File: config.mk
export PLATFORM = sky130hd
export DESIGN_NAME = bp_be_dcache_lru_ctrl
export DESIGN_NICKNAME = d
export VERILOG_FILES = /design/src/rtl/bp_be_dcache_lru_ctrl.sv
export SDC_FILE = /design/constraint.sdc
export NUM_CORES = 1
export LEC_CHECK = 0
export BUFFER_PORTS_ARGS = -buffer_cell sky130_fd_sc_hd__buf_2
export CORE_UTILIZATION = 35
export DETAILED_ROUTE_END_ITERATION = 7
export HOLD_SLACK_MARGIN = 0.1
export PLACE_DENSITY = 0.48
export SKIP_CTS_REPAIR_TIMING = 1
export SLEW_MARGIN = 20
export SYNTH_ARGS = -nofsm -noshare
export SYNTH_HDL_FRONTEND = slang
export SYNTH_SLANG_ARGS = --single-unit
File: constraint.sdc
create_clock -name clk_i -period 11.87 [get_ports clk_i]
set_clock_uncertainty 0.05 [all_clocks]
set_input_delay 0 -clock clk_i [delete_from_list [all_inputs] [get_ports clk_i]]
set_output_delay 0 -clock clk_i [all_outputs]
set_load 0.01 [all_outputs]
File: src/rtl/bp_be_dcache_lru_ctrl.sv
// Tree-PLRU state keeper for the BE dcache: one 7-bit tree per set, touch updates,
// victim queries with a one-cycle registered result, and a post-reset clearing sweep.
module bp_be_dcache_lru_ctrl #(
  parameter  int sets_p     = 64,
  parameter  int ways_p     = 8,
  localparam int lg_sets_lp = $clog2(sets_p),
  localparam int lg_ways_lp = $clog2(ways_p),
  localparam int lru_w_lp   = ways_p - 1
) (
  input  logic                  clk_i,
  input  logic                  reset_i,

  input  logic                  touch_v_i,
  input  logic [lg_sets_lp-1:0] touch_set_i,
  input  logic [lg_ways_lp-1:0] touch_way_i,
  output logic                  touch_ready_o,

  input  logic                  victim_v_i,
  input  logic [lg_sets_lp-1:0] victim_set_i,
  output logic                  victim_ready_o,

  output logic                  victim_v_o,
  output logic [lg_ways_lp-1:0] victim_way_o,
  output logic [lru_w_lp-1:0]   victim_lru_o,

  output logic                  init_done_o
);

  typedef enum logic {
    e_init,
    e_ready
  } state_e;

  state_e                  state_q, state_d;
  logic [lg_sets_lp-1:0]   init_cnt_q, init_cnt_d;

  logic                    ready;
  logic                    init_we;
  logic                    touch_fire;
  logic                    victim_fire;

  logic [lru_w_lp-1:0]     touch_mask;
  logic [lru_w_lp-1:0]     touch_data;
  logic [lru_w_lp-1:0]     touch_new;
  logic [2:0]              touch_node1;
  logic [2:0]              touch_node2;

  logic [lru_w_lp-1:0]     lru_vec [sets_p];

  logic [lru_w_lp-1:0]     query_bits;
  logic [lg_ways_lp-1:0]   walk_way;
  logic [2:0]              walk_node1;
  logic [2:0]              walk_node2;

  logic                    victim_v_q, victim_v_d;
  logic [lg_ways_lp-1:0]   victim_way_q, victim_way_d;
  logic [lru_w_lp-1:0]     victim_lru_q, victim_lru_d;

  assign ready          = (state_q == e_ready);
  assign init_we        = (state_q == e_init);
  assign touch_fire     = touch_v_i & ready;
  assign victim_fire    = victim_v_i & ready;
  assign touch_ready_o  = ready;
  assign victim_ready_o = ready;
  assign init_done_o    = ready;

  // INIT clears one set per cycle; the last write moves us to READY.
  always_comb begin
    state_d    = state_q;
    init_cnt_d = init_cnt_q;
    if (state_q == e_init) begin
      init_cnt_d = init_cnt_q + 1'b1;
      if (init_cnt_q == lg_sets_lp'(sets_p - 1)) begin
        state_d = e_ready;
      end
    end
  end

  always_ff @(posedge clk_i or posedge reset_i) begin
    if (reset_i) begin
      state_q    <= e_init;
      init_cnt_q <= '0;
    end else begin
      state_q    <= state_d;
      init_cnt_q <= init_cnt_d;
    end
  end

  // A touch writes the three tree nodes on the path to the way, pointing away from it.
  always_comb begin
    touch_mask  = '0;
    touch_data  = '0;
    touch_node1 = 3'd1 + {2'b00, touch_way_i[2]};
    touch_node2 = 3'd3 + {1'b0, touch_way_i[2], touch_way_i[1]};
    touch_mask[0]           = 1'b1;
    touch_data[0]           = ~touch_way_i[2];
    touch_mask[touch_node1] = 1'b1;
    touch_data[touch_node1] = ~touch_way_i[1];
    touch_mask[touch_node2] = 1'b1;
    touch_data[touch_node2] = ~touch_way_i[0];
  end

  assign touch_new = (lru_vec[touch_set_i] & ~touch_mask) | (touch_data & touch_mask);

  for (genvar gi = 0; gi < sets_p; gi++) begin : g_set
    logic                lru_q;
    logic [lru_w_lp-1:0] lru_bits_q;
    logic                we;
    logic [lru_w_lp-1:0] wdata;

    assign we    = (init_we && (init_cnt_q == lg_sets_lp'(gi)))
                 || (touch_fire && (touch_set_i == lg_sets_lp'(gi)));
    assign wdata = init_we ? '0 : touch_new;

    // Contents are left alone by reset; the INIT sweep clears them.
    always_ff @(posedge clk_i) begin
      if (we) begin
        lru_bits_q <= wdata;
      end
    end

    assign lru_q       = 1'b0;
    assign lru_vec[gi] = lru_bits_q | {lru_w_lp{lru_q}};
  end

  // Write-first: a same-cycle touch to the queried set is visible to the query.
  always_comb begin
    query_bits = lru_vec[victim_set_i];
    if (touch_fire && (touch_set_i == victim_set_i)) begin
      query_bits = touch_new;
    end
  end

  always_comb begin
    walk_way    = '0;
    walk_way[2] = query_bits[0];
    walk_node1  = 3'd1 + {2'b00, walk_way[2]};
    walk_way[1] = query_bits[walk_node1];
    walk_node2  = 3'd3 + {1'b0, walk_way[2], walk_way[1]};
    walk_way[0] = query_bits[walk_node2];
  end

  always_comb begin
    victim_v_d   = victim_fire;
    victim_way_d = victim_way_q;
    victim_lru_d = victim_lru_q;
    if (victim_fire) begin
      victim_way_d = walk_way;
      victim_lru_d = query_bits;
    end
  end

  always_ff @(posedge clk_i or posedge reset_i) begin
    if (reset_i) begin
      victim_v_q   <= 1'b0;
      victim_way_q <= '0;
      victim_lru_q <= '0;
    end else begin
      victim_v_q   <= victim_v_d;
      victim_way_q <= victim_way_d;
      victim_lru_q <= victim_lru_d;
    end
  end

  assign victim_v_o   = victim_v_q;
  assign victim_way_o = victim_way_q;
  assign victim_lru_o = victim_lru_q;

endmodule

==> metrics.txt, run 1 <==
final hold viol count=0; Post-synth EDFFs=~450; crit path DAT=approximately 4.7 ns; CP Max Fanout=45; clock-pin slew of the registers on the worst-case setup and hold paths=about 0.06 ns; Num CTS Buffers=between 50 and 60; Tcrit/Tclk final=0.356; Setup crit end kind=flop; Routed Antenna Nets=0; first-pass iteration count of the detailed router=5; Final setup viols=0; clk buf depth=3; max_cap viols=0; Post-Syn Instances=1,280; ys flop type=edfxtp_1; max layer used=met5; clk sinks=465; H-tree Lvls=2; vias in the first global route=about 13,000; met1 wire length=between 30,000 and 40,000 µm; Starting Density=0.354; Final Slew Violations=0; clk_lat worst skew=~0.60 ns; status=completed; io pins=33; drt drc=0; Pwr Density=137 nW/µm²; initial antenna violation count=3; register area share after synthesis=0.622; Synth Warn #=0; Rows=between 90 and 100; Die Y=about 250 µm; die area=about 65,000 µm²; Post-synth ARST share=0.0366; post-DP HPWL=49,400 µm; Met3 Routed Length=between 5000 and 6000 µm; Required @ worst endpoint=12.34 ns; area delta synth->final=13.4%; Least-Margin Pin Slew=around 1.1 ns; Worst setup SP type=input port; largest net degree at the start of global routing=65; DR WL met2=35,100 µm; worst min path class=in -> reg; Root Buffer=clkbuf_16; RSZ-0062 raised after global routing=false; Placer Congestion=~0.95; initial DRC count=between 1,500 and 2,000; Placed Area=about 24,000 µm²; Overflow after GRT=0; P_leak=between 0.007 and 0.008 µW; Post-Syn Nets=1,309; Die W=254 µm; setup_tns=0 ns; Yosys reg bits=between 400 and 500; PortBufs=32; slew margin rel.=0.234; Total Routed Length=75,100 µm; maximum clock rate=around 240 MHz; CTS tree=done; Routed WL per cell=between 30 and 40 µm; Synth Area per Inst=around 17 µm²; layout cells sized above 1=0.286; design area=around 25,000 µm²; distinct cell type count after synthesis=slightly below 60; fin nets=between 1,000 and 1,500; Cell Area, Synth=22,300 µm²; crit path time final=between 4 and 5 ns; Total GRT Usage=0.236; Via Count=13,603; Placeable Area=63,100 µm²; ant diodes=0; global-route wire length before repair=between 100,000 and 150,000 µm; worst vdd rail ir drop=~110 µV; Vias per Instance=6.07; WS Path Type=in -> reg
[state kept, by name (all words and copies together) (netlist names)]
register          count
g_set.lru_bits_q    448
victim_way_o          2
victim_lru_o          7
init_done_o           1
victim_v_o            1
init_cnt_q            6
[final cells by class]
class                      instances  area [µm²]
clock inverter                    27         201
sequential                       465       13900
tap                              846        1060
timing repair buffer             121         872
clock buffer                      63        1360
multi-input combinational        703        7860
fill                            5754       37800
inverter                          16        60.1
[layout by cell type (no fill, tap or decap), types with 9 or more instances in the layout]
cell type and count:
a211oi_1 10, a21oi_1 17, a22oi_1 32, and2_1 9, buf_2 27, buf_4 83, clkbuf_1 10, clkbuf_16 53
clkinv_1 10, clkinv_2 13, dfrtp_1 17, edfxtp_1 448, ha_1 10, inv_1 14, mux2i_1 99, mux4_2 184
nand2_1 78, nand2b_1 9, nand3_1 20, nand4_1 10, nor2_1 27, nor2b_1 14, o21ai_0 14, o22ai_1 64
xnor2_1 10
[stage by stage]
step	std cells	power, µW	utilization	setup slack [ns]	hold slack [ns]
floorplan	1280	1930	-	7.44	-0.124
CTS	2233	3500	0.400	7.66	-0.537
detailed placement	2143	1990	0.375	7.02	0.109
finish	2241	3460	0.401	7.65	0.130
global placement	2143	1990	0.375	7.06	0.110
global route	2241	3560	0.401	7.38	0.156
[logic make-up after synthesis]
kind of cell    count (synthesis)  share of synthesized area
compound gates                189                     0.0584
xor+xnor                       10                    0.00393
buf+inv                       112                     0.0289
simple gates                  199                     0.0428
fa+ha+maj                      10                    0.00561
flops                         465                      0.622
mux                           295                      0.238
[power by group]
group          switching (µW)  internal, µW
Combinational             118          63.2
Sequential                  0          1770
Clock                     639           873
Total                     757          2710
[path summary, 6_finish.rpt]
path                       cells past startpoint  slack, ns              end               startpoint
min in group asynchronous                      4       0.56  victim_lru_o[1]                  reset_i
max                                           15       7.65  victim_way_o[0]          victim_set_i[1]
min reg2reg                                    2       0.42  victim_lru_o[1]          victim_lru_o[1]
min                                            7       0.13  victim_lru_o[0]           touch_way_i[1]
max reg2reg                                   12       8.20  victim_way_o[0]  g_set[54].lru_bits_q[1]
max in group asynchronous                      4      10.74       victim_v_o                  reset_i
[metal layers]
metal / track usage / vias to the layer above
met5: 0 / -
met4: 0.0585 / 2
met3: 0.0428 / 104
met2: 0.370 / 636
met1: 0.339 / 7331
li1: - / 5530
[worst max-delay path, cell delays in order]
cell and delay [ns]:
buf_6 0.27, buf_4 0.75, buf_4 0.74, mux4_2 0.34, mux2i_1 0.08, mux4_2 0.50, or3_1 0.33, nand3_2 0.10
o211ai_1 0.17, and2_1 0.25, ha_1 0.33, inv_1 0.08, a2111oi_2 0.34, o31ai_1 0.14, a31oi_1 0.16
[cells in the mapped netlist (4+ instances only)]
cell type  instances  share of area
edfxtp_1         448           0.60
mux4_2           184           0.19
mux2i_1           99          0.044
nand2_1           78          0.013
o22ai_1           70          0.020
clkbuf_1          36         0.0061
a22oi_1           32          0.011
nor2_1            29         0.0049
buf_4             23         0.0077
buf_2             20         0.0045
nand3_1           20         0.0045
a21oi_1           17         0.0038
dfrtp_1           17          0.019
buf_6             15         0.0076
nor2b_1           15         0.0042
o21ai_0           15         0.0034
inv_1             14         0.0024
and2_1            13         0.0036
a211oi_1          10         0.0034
ha_1              10         0.0056
nand4_1           10         0.0028
xnor2_1           10         0.0039
nand2b_1           9         0.0025
mux2_2             7         0.0035
o31ai_1            7         0.0024
nor3_1             6         0.0013
or3_1              6         0.0017
a221oi_1           4         0.0016
nor4_1             4         0.0011
No activity file was read; power rests on OpenSTA's default activity.
==> run 2, diff against run 1 <==
==> constraint.sdc (replaced) <==
create_clock -name clk_i -period 4.2 [get_ports clk_i]
set_clock_uncertainty 0.05 [all_clocks]
set_input_delay 0 -clock clk_i [delete_from_list [all_inputs] [get_ports clk_i]]
set_output_delay 0 -clock clk_i [all_outputs]
set_load 0.01 [all_outputs]
==> metrics.txt, run 2 (same netlist as run 1, synthesis figures left out) <==
status=completed; Net Sw Frac=0.217; most frequent cells in the layout=edfxtp_1, mux4_2, buf_4; Root Buffer=clkbuf_16; Starting Density=0.354; first-pass iteration count of the detailed router=6; Die W=about 250 µm; Worst Setup SP=g_set[29].lru_bits_q[0]; Required @ worst endpoint=roughly 4.7 ns; Met3 Routed Length=~5200 µm; NetSw=roughly 2100 µW; CP Max Fanout=4; Pwr Density=about 380 nW/µm²; layout cells sized above 1=0.307; Core Util, Final=0.407; global-route wire length before repair=109,000 µm; max layer used=met5; Die Y=254 µm; fin worst setup slack=between 0.6 and 0.7 ns; clk buf depth=3; io pins=33; Placed Area=around 24,000 µm²; design area=approximately 26,000 µm²; maximum clock rate=approximately 280 MHz; Total GRT Usage=0.244; Num CTS Buffers=50; drt drc=0; WP buf/inv=2; Sequential Power Share=0.511; Final setup viols=0; Placeable Area=63,100 µm²; Logic pwr share=0.055; Overflow after GRT=0; setup_tns=0 ns; DR WL met2=~35,000 µm; die area=64,800 µm²; max_cap viols=0; CP max stage delay=roughly 0.56 ns; Tcrit/Tclk final=0.852; Routed WL per cell=33.9 µm; Worst Setup EP=victim_way_o[0]; worst min path class=in -> async; CP top delay family=multiplexers; pre-CTS setup slack=roughly 0.36 ns; clk_lat worst skew=~0.6 ns; ant diodes=0; fraction of power consumed by the clock network=0.434; PortBufs=32; largest net degree at the start of global routing=56; Total Routed Length=77,400 µm; Via Count=~14,000; reg2reg start=g_set[29].lru_bits_q[0]; Fillers=a little under 6,000; vias in the first global route=13,816; Least-Margin Pin Slew=between 1 and 1.5 ns; # placed instances=2,193; met1 wire length=~34,000 µm; clock-pin slew of the registers on the worst-case setup and hold paths=0.06 ns; slew margin rel.=0.259; Vias per Instance=~6.0; Placer Congestion=roughly 1; worst vdd rail ir drop=291 µV; Worst setup SP type=flop; crit path DAT=4.02 ns; initial antenna violation count=2; number of flip-flops in the largest register=approximately 450; fin nets=~1,400; WS Path Type=reg -> reg; final hold viol count=0; Routed Antenna Nets=0; area delta synth->final=15.1%; total stage count of the critical path=13; Final Slew Violations=0; R2R Setup Slk=about 0.62 ns; most flop-heavy register=g_set.lru_bits_q; slowest cell on the critical path=mux4_1; Setup crit end kind=flop; Rows=92; clk sinks=465; post-DP HPWL=between 50,000 and 60,000 µm; end of the worst register-to-register path=victim_way_o[0]; sequential cell area=~14,000 µm²; CP Cell Sequence=mux4_1, mux2i_1, mux4_2, or3_1, nand3_2, inv_2, o211ai_2, and2_1, ha_1, inv_1, a2111oi_2, o31ai_1, a31oi_1; Worst Reg-to-Reg Cells=13; Multi-input gate area=approximately 7800 µm²; non-filler instance count after layout=around 2,300; P_leak=approximately 0.0074 µW; Cell Int Power=around 7700 µW; leading cell type in the layout, fill and taps excluded=edfxtp_1; RSZ-0062 raised after global routing=false; crit path time final=3.58 ns; H-tree Lvls=2; initial DRC count=about 1,900; CTS tree=done
## run 2: worst min-delay path by stage
stage / start / end / slack [ns] / depth (start not counted)
after floorplan: reset_i / init_cnt_q[0] / -0.12 / 1
after global placement: reset_i / init_cnt_q[0] / 0.09 / 2
after detailed placement: reset_i / init_cnt_q[0] / 0.1 / 2
after CTS: reset_i / init_cnt_q[0] / -0.54 / 2
after global routing: reset_i / init_cnt_q[0] / 0.12 / 3
final: reset_i / init_cnt_q[0] / 0.03 / 3
## run 2: through the flow
stage,total power [µW],hold WS (ns)
after CTS,9900,-0.536
final,9790,0.0260
after global placement,5640,0.0878
after detailed placement,5640,0.0991
after global routing,10100,0.117
after floorplan,5450,-0.124
## run 2: final cells by class
class                      count  area share
sequential                   465       0.541
multi-input combinational    703       0.305
clock buffer                  61      0.0528
timing repair buffer         166      0.0501
tap                          846      0.0412
clock inverter                27     0.00785
inverter                      16     0.00234
## run 2: worst register-to-register path, cell delays in order, from the launching register on
cell and delay, ns:
edfxtp_1 0.36, mux4_1 0.56, mux2i_1 0.35, mux4_2 0.40, or3_1 0.14, nand3_2 0.13, inv_2 0.14, o211ai_2 0.13
and2_1 0.19, ha_1 0.34, inv_1 0.08, a2111oi_2 0.32, o31ai_1 0.13, a31oi_1 0.16
## run 2: power by group through the flow
stage	logic [µW]	clock network [µW]	registers, µW
floorplan	347	0	5100
finish	539	4250	5010
global route	562	4520	5000
detailed placement	535	0	5100
CTS	536	4350	5010
global placement	534	0	5100
## run 2: routing by layer
layer | vias to the layer above | track usage
met5 | - | 0
met1 | 7429 | 0.355
met3 | 129 | 0.0372
li1 | 5614 | -
met4 | 4 | 0.0776
met2 | 609 | 0.377
==> run 3, diff against run 2 <==
--- a/config.mk
+++ b/config.mk
@@ -5,9 +5,9 @@
 export SDC_FILE = /design/constraint.sdc
 export NUM_CORES = 1
 export LEC_CHECK = 0
-export BUFFER_PORTS_ARGS = -buffer_cell sky130_fd_sc_hd__buf_2
 export CORE_UTILIZATION = 35
 export DETAILED_ROUTE_END_ITERATION = 7
+export DONT_BUFFER_PORTS = 1
 export HOLD_SLACK_MARGIN = 0.1
 export PLACE_DENSITY = 0.48
 export SKIP_CTS_REPAIR_TIMING = 1
==> metrics.txt, run 3 (same netlist as run 1, synthesis figures left out) <==
status=completed; most frequent cells in the layout=edfxtp_1, mux4_2, mux2i_1; Num CTS Buffers=52; Root Buffer=clkbuf_16; CTS tree=done; ant diodes=0; area delta synth->final=13.1%; Placed Area=23,400 µm²; post-DP HPWL=between 40,000 and 50,000 µm; first-pass iteration count of the detailed router=5; H-tree Lvls=2; worst vdd rail ir drop=roughly 300 µV; Worst Reg-to-Reg Cells=13; largest net degree at the start of global routing=approximately 150; slew margin rel.=0.286; Worst Setup SP=g_set[47].lru_bits_q[0]; Overflow after GRT=0; Required @ worst endpoint=4.67 ns; WS Path Type=reg -> reg; Hold WS=between 0.08 and 0.09 ns; crit path DAT=between 4 and 5 ns; drt drc=0; Routed WL per cell=~34 µm; PortBufs=0; maximum clock rate=between 200 and 300 MHz; Die Y=between 200 and 300 µm; # placed instances=about 2,100; vias in the first global route=13,256; Final setup viols=0; Die W=254 µm; Routed Antenna Nets=0; crit path time final=about 3.6 ns; Least-Margin Pin Slew=around 1.1 ns; clk buf depth=3; final hold viol count=0; global-route wire length before repair=around 110,000 µm; clk_lat worst skew=0.60 ns; max_cap viols=0; number of flip-flops in the largest register=448; Worst setup SP type=flop; reg2reg start=g_set[47].lru_bits_q[0]; initial DRC count=between 1,500 and 2,000; die area=64,800 µm²; P_leak=around 0.007 µW; Total GRT Usage=0.236; Tcrit/Tclk final=0.860; io pins=33; Setup crit end kind=flop; Total Routed Length=roughly 76,000 µm; Rows=92; R2R Setup Slk=slightly below 0.6 ns; layout cells sized above 1=0.263; Placer Congestion=0.963; most flop-heavy register=g_set.lru_bits_q; Core Util, Final=0.400; Vias per Instance=between 6 and 7; worst min path class=in -> reg; end of the worst register-to-register path=victim_way_o[0]; Worst Setup EP=victim_way_o[0]; clk sinks=between 400 and 500; Starting Density=0.354; initial antenna violation count=2; fin nets=between 1,000 and 1,500; design area=roughly 25,000 µm²; Final Slew Violations=0; leading cell type in the layout, fill and taps excluded=edfxtp_1; setup_tns=0 ns; Via Count=between 10,000 and 15,000; CP Max Fanout=4; non-filler instance count after layout=2,211; Placeable Area=about 63,000 µm²; RSZ-0062 raised after global routing=false; clock-pin slew of the registers on the worst-case setup and hold paths=~0.06 ns; Pwr Density=approximately 390 nW/µm²
run 3: cell count changes in the layout (fill, tap and decap cells not counted), sizes merged:
cell         previous run  this run
buf                   162        76
bufinv                  3         5
clkbuf                 62        58
clkinvlp                2         3
dlygate4sd3             3        16
inv                    16        17
run 3: final cells by class:
cell class,instances,area (µm²)
Fill cell,5753,37900
Sequential cell,465,13900
Multi-Input combinational cell,703,7850
Clock buffer,58,1350
Tap cell,846,1060
Timing Repair Buffer,92,756
Clock inverter,31,274
Inverter,16,60.1
run 3: through the flow:
stage          setup WS [ns]  power [µW]
2_1_floorplan          0.511        5450
3_3_place_gp           0.716        5410
3_5_place_dp           0.626        5410
4_1_cts                0.607        9810
5_1_grt                0.443       10000
6_report               0.588        9750
run 3: critical path, cell delays in order (launching register included):
cell and delay [ns]:
edfxtp_1 0.37, mux4_2 0.46, mux4_2 0.48, and2_1 0.18, o211ai_2 0.29, nand3_2 0.19
inv_2 0.12, o211ai_2 0.12, and2_1 0.21, ha_1 0.34, inv_1 0.08, a2111oi_2 0.33
o31ai_1 0.14, a31oi_1 0.17
run 3: power by group:
group	switching, µW	total, µW	internal [µW]
logic	166	334	168
registers	0	5010	5010
clock network	1820	4410	2580
run 3: routing by layer:
metal / global-route usage / up-vias / share of wire
li1: - / 5472 / -
met1: 0.338 / 7239 / 0.44
met2: 0.381 / 509 / 0.48
met3: 0.0357 / 76 / 0.064
met4: 0.0535 / 2 / 0.020
met5: 0 / - / 0.000092
run 3: how the worst min path moves through the flow:
stage                     slack [ns]  cells past startpoint       startpoint               to
after CTS                      -0.63                      1          reset_i  victim_lru_o[5]
final                           0.08                      5  victim_set_i[5]  victim_lru_o[5]
after global placement          0.01                      1          reset_i  victim_lru_o[1]
after floorplan                -0.12                      1          reset_i    init_cnt_q[0]
after detailed placement       0.009                      1          reset_i  victim_lru_o[1]
after global routing            0.11                      6  victim_set_i[4]  victim_lru_o[6]
